[config.mk]
export PLATFORM = sky130hd
export DESIGN_NAME = uart_cmd_link_flat
export DESIGN_NICKNAME = d
export VERILOG_FILES = /design/src/rtl/uart_link_pkg.sv /design/src/rtl/uart_cmd_link_if.sv /design/src/rtl/uart_resp_tx.sv /design/src/rtl/uart_cmd_link.sv /design/src/flat_wrapper.sv
export SDC_FILE = /design/constraint.sdc
export NUM_CORES = 1
export LEC_CHECK = 0
export CORE_AREA = 2 2 86 88
export CTS_BUF_LIST = sky130_fd_sc_hd__clkbuf_4 sky130_fd_sc_hd__clkbuf_8
export DETAILED_ROUTE_END_ITERATION = 10
export DIE_AREA = 0 0 88 90
export PLACE_DENSITY = 0.88
export SYNTH_ARGS = -nofsm -noshare
export SYNTH_HDL_FRONTEND = slang
export SYNTH_HIERARCHICAL = 1
export SYNTH_SLANG_ARGS = --single-unit
[constraint.sdc]
create_clock -name clk -period 2.1 [get_ports clk]
set_input_delay 0.315 -clock clk [delete_from_list [all_inputs] [get_ports clk]]
set_output_delay 0.315 -clock clk [all_outputs]
set_load 0.05 [all_outputs]
[src/rtl/uart_link_pkg.sv]
// rtl/uart_link_pkg.sv - shared types and constants for the UART command link
package uart_link_pkg;

    typedef enum logic [1:0] {
        R_B1   = 2'd0,
        R_B2   = 2'd1,
        R_B3   = 2'd2,
        R_HOLD = 2'd3
    } rx_state_t;

    typedef enum logic {
        T_IDLE = 1'b0,
        T_BUSY = 1'b1
    } tx_state_t;

    localparam int         CMD_BYTES = 3;
    localparam int         CMD_W     = CMD_BYTES * 8;
    localparam logic [7:0] RESP_ACK  = 8'hA5;
    localparam logic [7:0] RESP_NAK  = 8'hEE;

endpackage

[src/rtl/uart_cmd_link_if.sv]
// rtl/uart_cmd_link_if.sv - UART-side and consumer-side signals of the command link
interface uart_cmd_link_if;
    import uart_link_pkg::*;

    logic             rx_rdy;
    logic [7:0]       rx_data;
    logic             clr_rx_rdy;
    logic             trmt;
    logic [7:0]       tx_data;
    logic             tx_done;
    logic [CMD_W-1:0] cmd;
    logic             cmd_rdy;
    logic             clr_cmd_rdy;
    logic [7:0]       resp_data;
    logic             send_resp;
    logic             resp_sent;
    logic [1:0]       ovr_flags;
    logic             clr_ovr;

    modport master (
        input  rx_rdy, rx_data, tx_done, clr_cmd_rdy, resp_data, send_resp, clr_ovr,
        output clr_rx_rdy, trmt, tx_data, cmd, cmd_rdy, resp_sent, ovr_flags
    );

    modport slave (
        output rx_rdy, rx_data, tx_done, clr_cmd_rdy, resp_data, send_resp, clr_ovr,
        input  clr_rx_rdy, trmt, tx_data, cmd, cmd_rdy, resp_sent, ovr_flags
    );

endinterface

[src/rtl/uart_resp_tx.sv]
// rtl/uart_resp_tx.sv - response transmit FSM with tx_data latch and busy-overrun flag
module uart_resp_tx
    import uart_link_pkg::*;
(
    input  logic       clk,
    input  logic       rst_n,
    input  logic       send_resp,
    input  logic [7:0] resp_data,
    input  logic       tx_done,
    input  logic       clr_ovr,
    output logic       trmt,
    output logic [7:0] tx_data,
    output logic       resp_sent,
    output logic       ovr_tx
);

    tx_state_t  state_q, state_d;
    logic [7:0] tx_data_d;
    logic       trmt_d;
    logic       resp_sent_d;
    logic       ovr_set;

    // State and output registers; reset abandons any pending trmt or resp_sent.
    always_ff @(posedge clk or negedge rst_n) begin
        if (!rst_n) begin
            state_q   <= T_IDLE;
            tx_data   <= 8'h00;
            trmt      <= 1'b0;
            resp_sent <= 1'b0;
            ovr_tx    <= 1'b0;
        end else begin
            state_q   <= state_d;
            tx_data   <= tx_data_d;
            trmt      <= trmt_d;
            resp_sent <= resp_sent_d;
            ovr_tx    <= ovr_set | (ovr_tx & ~clr_ovr);
        end
    end

    // Next state: a request while busy (even on the tx_done cycle) is dropped and flagged.
    always_comb begin
        state_d     = state_q;
        tx_data_d   = tx_data;
        trmt_d      = 1'b0;
        resp_sent_d = 1'b0;
        ovr_set     = 1'b0;
        case (state_q)
            T_IDLE: begin
                if (send_resp) begin
                    tx_data_d = resp_data;
                    trmt_d    = 1'b1;
                    state_d   = T_BUSY;
                end
            end
            T_BUSY: begin
                if (send_resp) begin
                    ovr_set = 1'b1;
                end
                if (tx_done) begin
                    resp_sent_d = 1'b1;
                    state_d     = T_IDLE;
                end
            end
            default: state_d = T_IDLE;
        endcase
    end

endmodule

[src/rtl/uart_cmd_link.sv]
// rtl/uart_cmd_link.sv - three-byte command assembler with timeout plus response transmitter
module uart_cmd_link
    import uart_link_pkg::*;
#(
    parameter int TIMEOUT_CYC = 1_000_000
) (
    input  logic             clk,
    input  logic             rst_n,
    uart_cmd_link_if.master  bus
);

    localparam int            TW       = (TIMEOUT_CYC > 2) ? $clog2(TIMEOUT_CYC) : 1;
    localparam logic [TW-1:0] TMO_LAST = TW'(TIMEOUT_CYC - 1);

    rx_state_t        rx_q, rx_d;
    logic [TW-1:0]    tmo_q, tmo_d;
    logic [15:0]      asm_q, asm_d;
    logic [CMD_W-1:0] cmd_q, cmd_d;
    logic             cmd_rdy_q, cmd_rdy_d;
    logic             ovr_rx_q;
    logic             ovr_rx_set;
    logic             consume;
    logic             ovr_tx;

    // RX state, timeout counter, partial bytes and the published command.
    always_ff @(posedge clk or negedge rst_n) begin
        if (!rst_n) begin
            rx_q      <= R_B1;
            tmo_q     <= '0;
            asm_q     <= 16'h0000;
            cmd_q     <= '0;
            cmd_rdy_q <= 1'b0;
            ovr_rx_q  <= 1'b0;
        end else begin
            rx_q      <= rx_d;
            tmo_q     <= tmo_d;
            asm_q     <= asm_d;
            cmd_q     <= cmd_d;
            cmd_rdy_q <= cmd_rdy_d;
            ovr_rx_q  <= ovr_rx_set | (ovr_rx_q & ~bus.clr_ovr);
        end
    end

    // Bytes 1-2 collect in a shadow register so a timed-out partial never reaches cmd.
    always_comb begin
        rx_d       = rx_q;
        tmo_d      = tmo_q;
        asm_d      = asm_q;
        cmd_d      = cmd_q;
        cmd_rdy_d  = cmd_rdy_q;
        consume    = 1'b0;
        ovr_rx_set = 1'b0;
        case (rx_q)
            R_B1: begin
                tmo_d = '0;
                if (bus.rx_rdy) begin
                    consume     = 1'b1;
                    asm_d[15:8] = bus.rx_data;
                    rx_d        = R_B2;
                end
            end
            R_B2, R_B3: begin
                if (bus.rx_rdy) begin
                    consume = 1'b1;
                    tmo_d   = '0;
                    if (rx_q == R_B2) begin
                        asm_d[7:0] = bus.rx_data;
                        rx_d       = R_B3;
                    end else begin
                        cmd_d     = {asm_q, bus.rx_data};
                        cmd_rdy_d = 1'b1;
                        rx_d      = R_HOLD;
                    end
                end else if (tmo_q == TMO_LAST) begin
                    tmo_d = '0;
                    asm_d = 16'h0000;
                    rx_d  = R_B1;
                end else begin
                    tmo_d = tmo_q + TW'(1);
                end
            end
            R_HOLD: begin
                tmo_d = '0;
                if (bus.clr_cmd_rdy) begin
                    cmd_rdy_d = 1'b0;
                    rx_d      = R_B1;
                end else if (bus.rx_rdy) begin
                    consume    = 1'b1;
                    ovr_rx_set = 1'b1;
                end
            end
            default: rx_d = R_B1;
        endcase
    end

    assign bus.clr_rx_rdy = consume;
    assign bus.cmd        = cmd_q;
    assign bus.cmd_rdy    = cmd_rdy_q;
    assign bus.ovr_flags  = {ovr_tx, ovr_rx_q};

    uart_resp_tx u_resp_tx (
        .clk       (clk),
        .rst_n     (rst_n),
        .send_resp (bus.send_resp),
        .resp_data (bus.resp_data),
        .tx_done   (bus.tx_done),
        .clr_ovr   (bus.clr_ovr),
        .trmt      (bus.trmt),
        .tx_data   (bus.tx_data),
        .resp_sent (bus.resp_sent),
        .ovr_tx    (ovr_tx)
    );

endmodule
[src/flat_wrapper.sv]
// flat-port wrapper written by rule: the top's interface ports become plain ports
module uart_cmd_link_flat import uart_link_pkg::*;
#(
    parameter int TIMEOUT_CYC = 1_000_000
)
  (clk, rst_n, bus_rx_rdy, bus_rx_data, bus_tx_done, bus_clr_cmd_rdy, bus_resp_data, bus_send_resp, bus_clr_ovr, bus_clr_rx_rdy, bus_trmt, bus_tx_data, bus_cmd, bus_cmd_rdy, bus_resp_sent, bus_ovr_flags);
  uart_cmd_link_if bus_i ();
  input  logic clk;
  input  logic rst_n;
  input wire logic [$bits(bus_i.rx_rdy)-1:0] bus_rx_rdy;
  input wire logic [$bits(bus_i.rx_data)-1:0] bus_rx_data;
  input wire logic [$bits(bus_i.tx_done)-1:0] bus_tx_done;
  input wire logic [$bits(bus_i.clr_cmd_rdy)-1:0] bus_clr_cmd_rdy;
  input wire logic [$bits(bus_i.resp_data)-1:0] bus_resp_data;
  input wire logic [$bits(bus_i.send_resp)-1:0] bus_send_resp;
  input wire logic [$bits(bus_i.clr_ovr)-1:0] bus_clr_ovr;
  output wire logic [$bits(bus_i.clr_rx_rdy)-1:0] bus_clr_rx_rdy;
  output wire logic [$bits(bus_i.trmt)-1:0] bus_trmt;
  output wire logic [$bits(bus_i.tx_data)-1:0] bus_tx_data;
  output wire logic [$bits(bus_i.cmd)-1:0] bus_cmd;
  output wire logic [$bits(bus_i.cmd_rdy)-1:0] bus_cmd_rdy;
  output wire logic [$bits(bus_i.resp_sent)-1:0] bus_resp_sent;
  output wire logic [$bits(bus_i.ovr_flags)-1:0] bus_ovr_flags;
  assign bus_i.rx_rdy = bus_rx_rdy;
  assign bus_i.rx_data = bus_rx_data;
  assign bus_i.tx_done = bus_tx_done;
  assign bus_i.clr_cmd_rdy = bus_clr_cmd_rdy;
  assign bus_i.resp_data = bus_resp_data;
  assign bus_i.send_resp = bus_send_resp;
  assign bus_i.clr_ovr = bus_clr_ovr;
  assign bus_clr_rx_rdy = bus_i.clr_rx_rdy;
  assign bus_trmt = bus_i.trmt;
  assign bus_tx_data = bus_i.tx_data;
  assign bus_cmd = bus_i.cmd;
  assign bus_cmd_rdy = bus_i.cmd_rdy;
  assign bus_resp_sent = bus_i.resp_sent;
  assign bus_ovr_flags = bus_i.ovr_flags;
  uart_cmd_link #(.TIMEOUT_CYC(TIMEOUT_CYC)) u_core (.clk(clk), .rst_n(rst_n), .bus(bus_i));
endmodule
==> results of run 1 <==
-- worst max-delay path by stage --
stage | startpoint | to | cells past startpoint
2_1_floorplan | u_core/rx_q[0] | u_core/rx_q[0] | 8
3_3_place_gp | u_core/tmo_q[0] | u_core/asm_q[11] | 5
3_5_place_dp | u_core/tmo_q[0] | u_core/asm_q[13] | 5
4_1_cts | u_core/tmo_q[0] | u_core/asm_q[13] | 5
5_1_grt | u_core/tmo_q[0] | u_core/asm_q[13] | 5
6_report | u_core/tmo_q[0] | u_core/asm_q[13] | 5
-- per-stage QoR --
step | utilization, % | area, um2 | std cells
3_3_place_gp | 58.3 | 4090 | 422
5_1_grt | 62.9 | 4420 | 441
6_report | 62.9 | 4420 | 441
2_1_floorplan | - | 3340 | 266
3_5_place_dp | 58.3 | 4090 | 422
4_1_cts | 61.9 | 4350 | 438
-- area by class of cell --
class / instances / area, um2
well taps: 99 / 124
fillers: 522 / 2610
inverters: 6 / 22.5
multi-input cells: 171 / 1400
clock inverters: 6 / 111
repair buffers: 73 / 728
flip-flops and latches: 76 / 1900
clock buffers: 10 / 131
-- registers in the layout (all words and copies together), names as in the netlist --
name,flops
u_core/asm_q,16
u_core/bus.cmd,24
u_core/bus.cmd_rdy,1
u_core/ovr_rx_q,1
u_core/rx_q,2
u_core/tmo_q,20
u_core/u_resp_tx/ovr_tx,1
u_core/u_resp_tx/resp_sent,1
u_core/u_resp_tx/state_q,1
u_core/u_resp_tx/trmt,1
u_core/u_resp_tx/tx_data,8
-- worst max-delay path, stage by stage (launching register included) --
cell and delay [ps]:
dfrtp_1 420, ha_4 170, nand3_2 80, or4_4 570, o41a_1 480, o2bb2ai_1 190
-- metal layers --
layer / vias to the layer above / GRT usage [%] / share of wire [%]
met4: 0 / 7.69 / 1.8
met2: 63 / 29.8 / 51
met1: 1169 / 24.6 / 43
li1: 1104 / - / -
met3: 12 / 3.21 / 4.3
met5: - / 0 / 0
-- power by group --
part / switching, uW / total, uW / leakage, uW / internal (uW)
registers: 273 / 2180 / 0.000971 / 1910
clock network: 539 / 1340 / 0.000120 / 805
logic: 1720 / 2930 / 0.000818 / 1220
total: 2530 / 6460 / 0.00191 / 3930
-- repair_timing --
item,CTS,global route
setup endpoints to repair,8,10
setup buffers,0,3
resized for setup,2,8
pin swaps,0,3
gates cloned,0,0
-- cells by family after synthesis --
| group | after synthesis | share of synthesized area, % |
|---|---|---|
| flops | 76 | 57.0 |
| simple gates | 71 | 12.0 |
| compound gates | 44 | 9.27 |
| mux | 41 | 14.4 |
| buf+inv | 19 | 2.93 |
| xor+xnor | 11 | 2.89 |
| fa+ha+maj | 4 | 1.50 |
-- synthesized netlist by cell type (2+ instances only) --
cell,instances
and2_1,3
nand4_1,7
xor2_1,7
dfrtp_1,76
buf_4,2
mux2i_1,8
mux2_2,25
nand2_1,11
o21ai_0,10
a22o_1,9
or3_1,5
nor4_1,3
buf_1,2
or2_2,2
nor3_1,2
clkbuf_1,4
inv_1,6
nand3_1,3
ha_1,4
nor2b_1,4
o2bb2ai_1,8
buf_2,3
mux2_4,8
o31ai_1,4
xnor2_1,4
and3_1,2
a21oi_1,9
or4_1,3
nor2_1,16
buf_6,2
==> flow_summary.ini, run 1 <==
[outcome]
outcome = complete, but fails checks
violations = hold timing

[floorplanning]
start_util_pct = 47.5
num_io_pins = 61
rows = 31
die_area_um2 = 7920
core_region_area_um2 = 7020
die_w_um = 88
die_y_um = 90

[synthesis]
synth-edff-count = 0
synth_area_leaders = dfrtp_1 (57%), mux2_2 (8.4%), mux2_4 (3.6%), mux2i_1 (2.4%), a22o_1 (2.4%)
synth_cells = 266
ys_seq_area_share_pct = 57.0
mappedNetlistArea_um2 = 3340
yosysWarnings = 6
syn_area_per_cell_um2 = 12.5
ys_ff_latch = 76
synth_ff_type = dfrtp_1
ys_async_sr_fraction_pct = 100
yosys.area.top_type = dfrtp_1
synth_cell_types = 44
syn-num-nets = 293
synth_top_area_share_pct = 57.0

[sta]
rsz0062_at_grt = no
fin_crit_ps = 2020
slew_headroom_pct = 64.9
final_hold_viol_count = 14
fin_worst_skew_ps = 6.50
setup_slack_ps = 82.2
fin_setup_tns_ps = 0
holdWs_ps = -13.8
maxSlewViolCount = 0
setup_viol = 0
fin_crit_sh_pct = 96.1
fmax_mhz = 496
tightest_slew_ps = 526

[setup_path]
cp-end-kind = flip-flop
r2r_cells = 5
cp-start-kind = flip-flop
r2r-end = u_core/asm_q[13]
r2r_slack_ps = 80
cp.required_ps = 2330
worstPathMaxFanout = 8
worst_ep_arrival_time_ps = 2250
critPathKind = flip-flop to flip-flop
regToRegStartpoint = u_core/tmo_q[0]

[global_route]
grt_use_total_pct = 18.5
grt_pass1_wl_mm = 11.5
grt_max_degree = 77
overflow = 0
antenna_found_initial = 0
grt_pass1_vias = 2408

[final_layout]
final_layout_size_suffix_gt1_share_pct = 23.4
areaGrowthSynthToFinish_pct = 32.4
mostFrequentLayoutCells = dfrtp_1 (76), clkdlybuf4s50_1 (58), mux2_2 (25)
mostFrequentLayoutCell = dfrtp_1
layout.nets = 364
diodes = 0

[cts]
cts_root_buf = clkbuf_8
clock-sinks = 76
clock_latency_ps = 350
cts_tree = built
numCtsBuffers = 9
cts_hold_buffers = 0
clk_path_buf_depth = 2
clk_pin_slew_worst_paths_ps = 80
ctsHtreeMaxLevel = 3

[placement]
hpwl_mm = 4.74
place_ws_ps = 36.3
port_buffers = 60
place_congestion = 0.798

[routing]
first_iter_violations = 118
drc = 0
num_vias = 2348
routed_wl_mm = 6.87
wl_per_cell_um = 15.6
antenna_left = 0
via_per_inst = 5.32
firstDrtPassIters = 4

[flow_run]
cap_viol_max_count = 0

[worst_hold_path]
worstHoldPathType = input port to async pin

[pwr]
p_leak_uw = 0.00191
p_total_uw = 6460
irDropWorstVdd_mv = 0.496
powerDensity_nw_per_um2 = 1460
Note: power is estimated with default switching activity, not from simulation.
==> run 2, diff against run 1 <==
- CORE_AREA: 2 2 86 88 -> 2 2 95 97
- DIE_AREA: 0 0 88 90 -> 0 0 97 99
- PLACE_DENSITY: 0.88 -> 0.76
==> run 2 against run 1 <==
Against the previous run:
- final cell count increased by 2.3%
- combinational power is essentially flat
- via count decreased by 1.1%
- utilization shrank 12 points
- critical path type unchanged
- the run now ends clean
- sequential cell count did not move
- power decreased by 1.7%
==> flow_summary.ini, run 2 (synthesized netlist as in run 1, its figures left out) <==
[routing]
routed_wl_mm = 6.82
num_vias = 2321
first_iter_violations = 127
wl_per_cell_um = 15.1
antenna_left = 0
firstDrtPassIters = 4
via_per_inst = 5.15
drc = 0

[floorplanning]
core_region_area_um2 = 8550
start_util_pct = 39.0
rows = 34
die_y_um = 99
die_area_um2 = 9600
num_io_pins = 61
die_w_um = 97

[final_layout]
multi_input_area_um2 = 1360
diodes = 0
areaGrowthSynthToFinish_pct = 31.4
largest_reg_flops = 24
fill_cells = 749
final_layout_size_suffix_gt1_share_pct = 21.9
mostFrequentLayoutCell = dfrtp_1
mostFrequentLayoutCells = dfrtp_1 (76), clkdlybuf4s50_1 (58), mux2_2 (25)
seqCellArea_um2 = 1900
layout.nets = 365

[placement]
port_buffers = 60
place_ws_ps = 60.8
place_congestion = 0.820
hpwl_mm = 4.88

[sta]
rsz0062_at_grt = no
setup_viol = 0
fmax_mhz = 500
fin_crit_ps = 2000
fin_setup_tns_ps = 0
final_hold_viol_count = 0
slew_headroom_pct = 65.6
setup_slack_ps = 98.4
fin_crit_sh_pct = 95.3
maxSlewViolCount = 0
tightest_slew_ps = 514
fin_worst_skew_ps = 12.6

[setup_path]
cp.required_ps = 2340
cp-start-kind = flip-flop
critPathKind = flip-flop to flip-flop
worstPathMaxFanout = 8
path_cells = or4b_4 -> nand2b_1 -> o41a_1 -> o2bb2ai_1
cp_slowest_cell = or4b_4
cp-end-kind = flip-flop
worst_ep_arrival_time_ps = 2240
critPathMaxStageDelay_ps = 550
r2r_slack_ps = 100

[global_route]
grt_pass1_wl_mm = 11.9
grt-busiest-layer = met2
antenna_found_initial = 0
grt_use_met3_pct = 3.26
grt_pass1_vias = 2378
met2_usage_pct = 24.5
grt_use_total_pct = 15.4
use_met1_pct = 20.4
overflow = 0
grt_max_degree = 42

[outcome]
outcome = completed

[cts]
cts_root_buf = clkbuf_8
cts_tree = built
numCtsBuffers = 9
ctsHtreeMaxLevel = 3
clock_latency_ps = 350
clk_path_buf_depth = 2
clk_pin_slew_worst_paths_ps = 90
clock-sinks = 76

[pwr]
powerDensity_nw_per_um2 = 1450
p_leak_uw = 0.00188
irDropWorstVdd_mv = 0.476

[flow_run]
cap_viol_max_count = 0

[worst_hold_path]
worstHoldPathType = input port to async pin
==> run 2: worst max-delay path: cells and delay by family, from the launching register on <==
family / cells / cell delay (ps)
flip-flops: 1 / 430
AO/OA/AOI/OAI: 2 / 710
AND/OR/NAND/NOR: 2 / 750
==> run 2: path summary, 6_finish.rpt <==
path,start,depth (start not counted),to
worst max-delay path,u_core/tmo_q[6],4,u_core/asm_q[10]
worst min-delay path,rst_n,2,u_core/bus.cmd[6]
worst max register to register,u_core/tmo_q[6],4,u_core/asm_q[10]
worst min register to register,u_core/tmo_q[0],1,u_core/tmo_q[0]
max in group asynchronous,rst_n,3,u_core/asm_q[5]
min in group clk,u_core/tmo_q[0],1,u_core/tmo_q[0]
==> run 2: per-layer routing <==
| layer | up-vias | share of wire (%) | routed length, um |
|---|---|---|---|
| met1 | 1158 | 45 | 3060 |
| met4 | 0 | 1.9 | 129 |
| met3 | 9 | 3.5 | 240 |
| met5 | - | 0 | 0 |
| li1 | 1103 | - | - |
| met2 | 51 | 50 | 3390 |
==> run 2: power breakdown <==
part	internal, uW	leakage, uW	switching, uW	total (uW)
clock	719	0.000110	537	1260
combinational	1210	0.000802	1700	2910
sequential	1910	0.000971	273	2180
total	3840	0.00188	2510	6350
==> run 2: final cells by class <==
| type | count | share of cell area (%) |
|---|---|---|
| inverter | 6 | 0.514 |
| multi-input combinational | 171 | 30.9 |
| tap | 108 | 3.08 |
| sequential | 76 | 43.4 |
| clock inverter | 5 | 1.91 |
| clock buffer | 11 | 3.31 |
| timing repair buffer | 74 | 16.8 |
==> run 2: what timing repair did <==
item,4_1_cts,5_1_grt
buffers inserted,0,1
hold buffers,1,0
setup endpoints to repair,0,17
resized for setup,0,4
hold endpoints to repair,17,0
==> run 2: through the flow <==
step                utilization, %  total power, uW  area (um2)  hold slack (ps)  std cells
floorplan                        -             4190        3340             19.4        266
global placement              48.1             5040        4120              277        433
detailed placement            48.1             5110        4120              281        433
CTS                           50.9             6380        4360              438        450
global route                  51.2             6680        4380              475        451
finish                        51.2             6350        4380              433        451
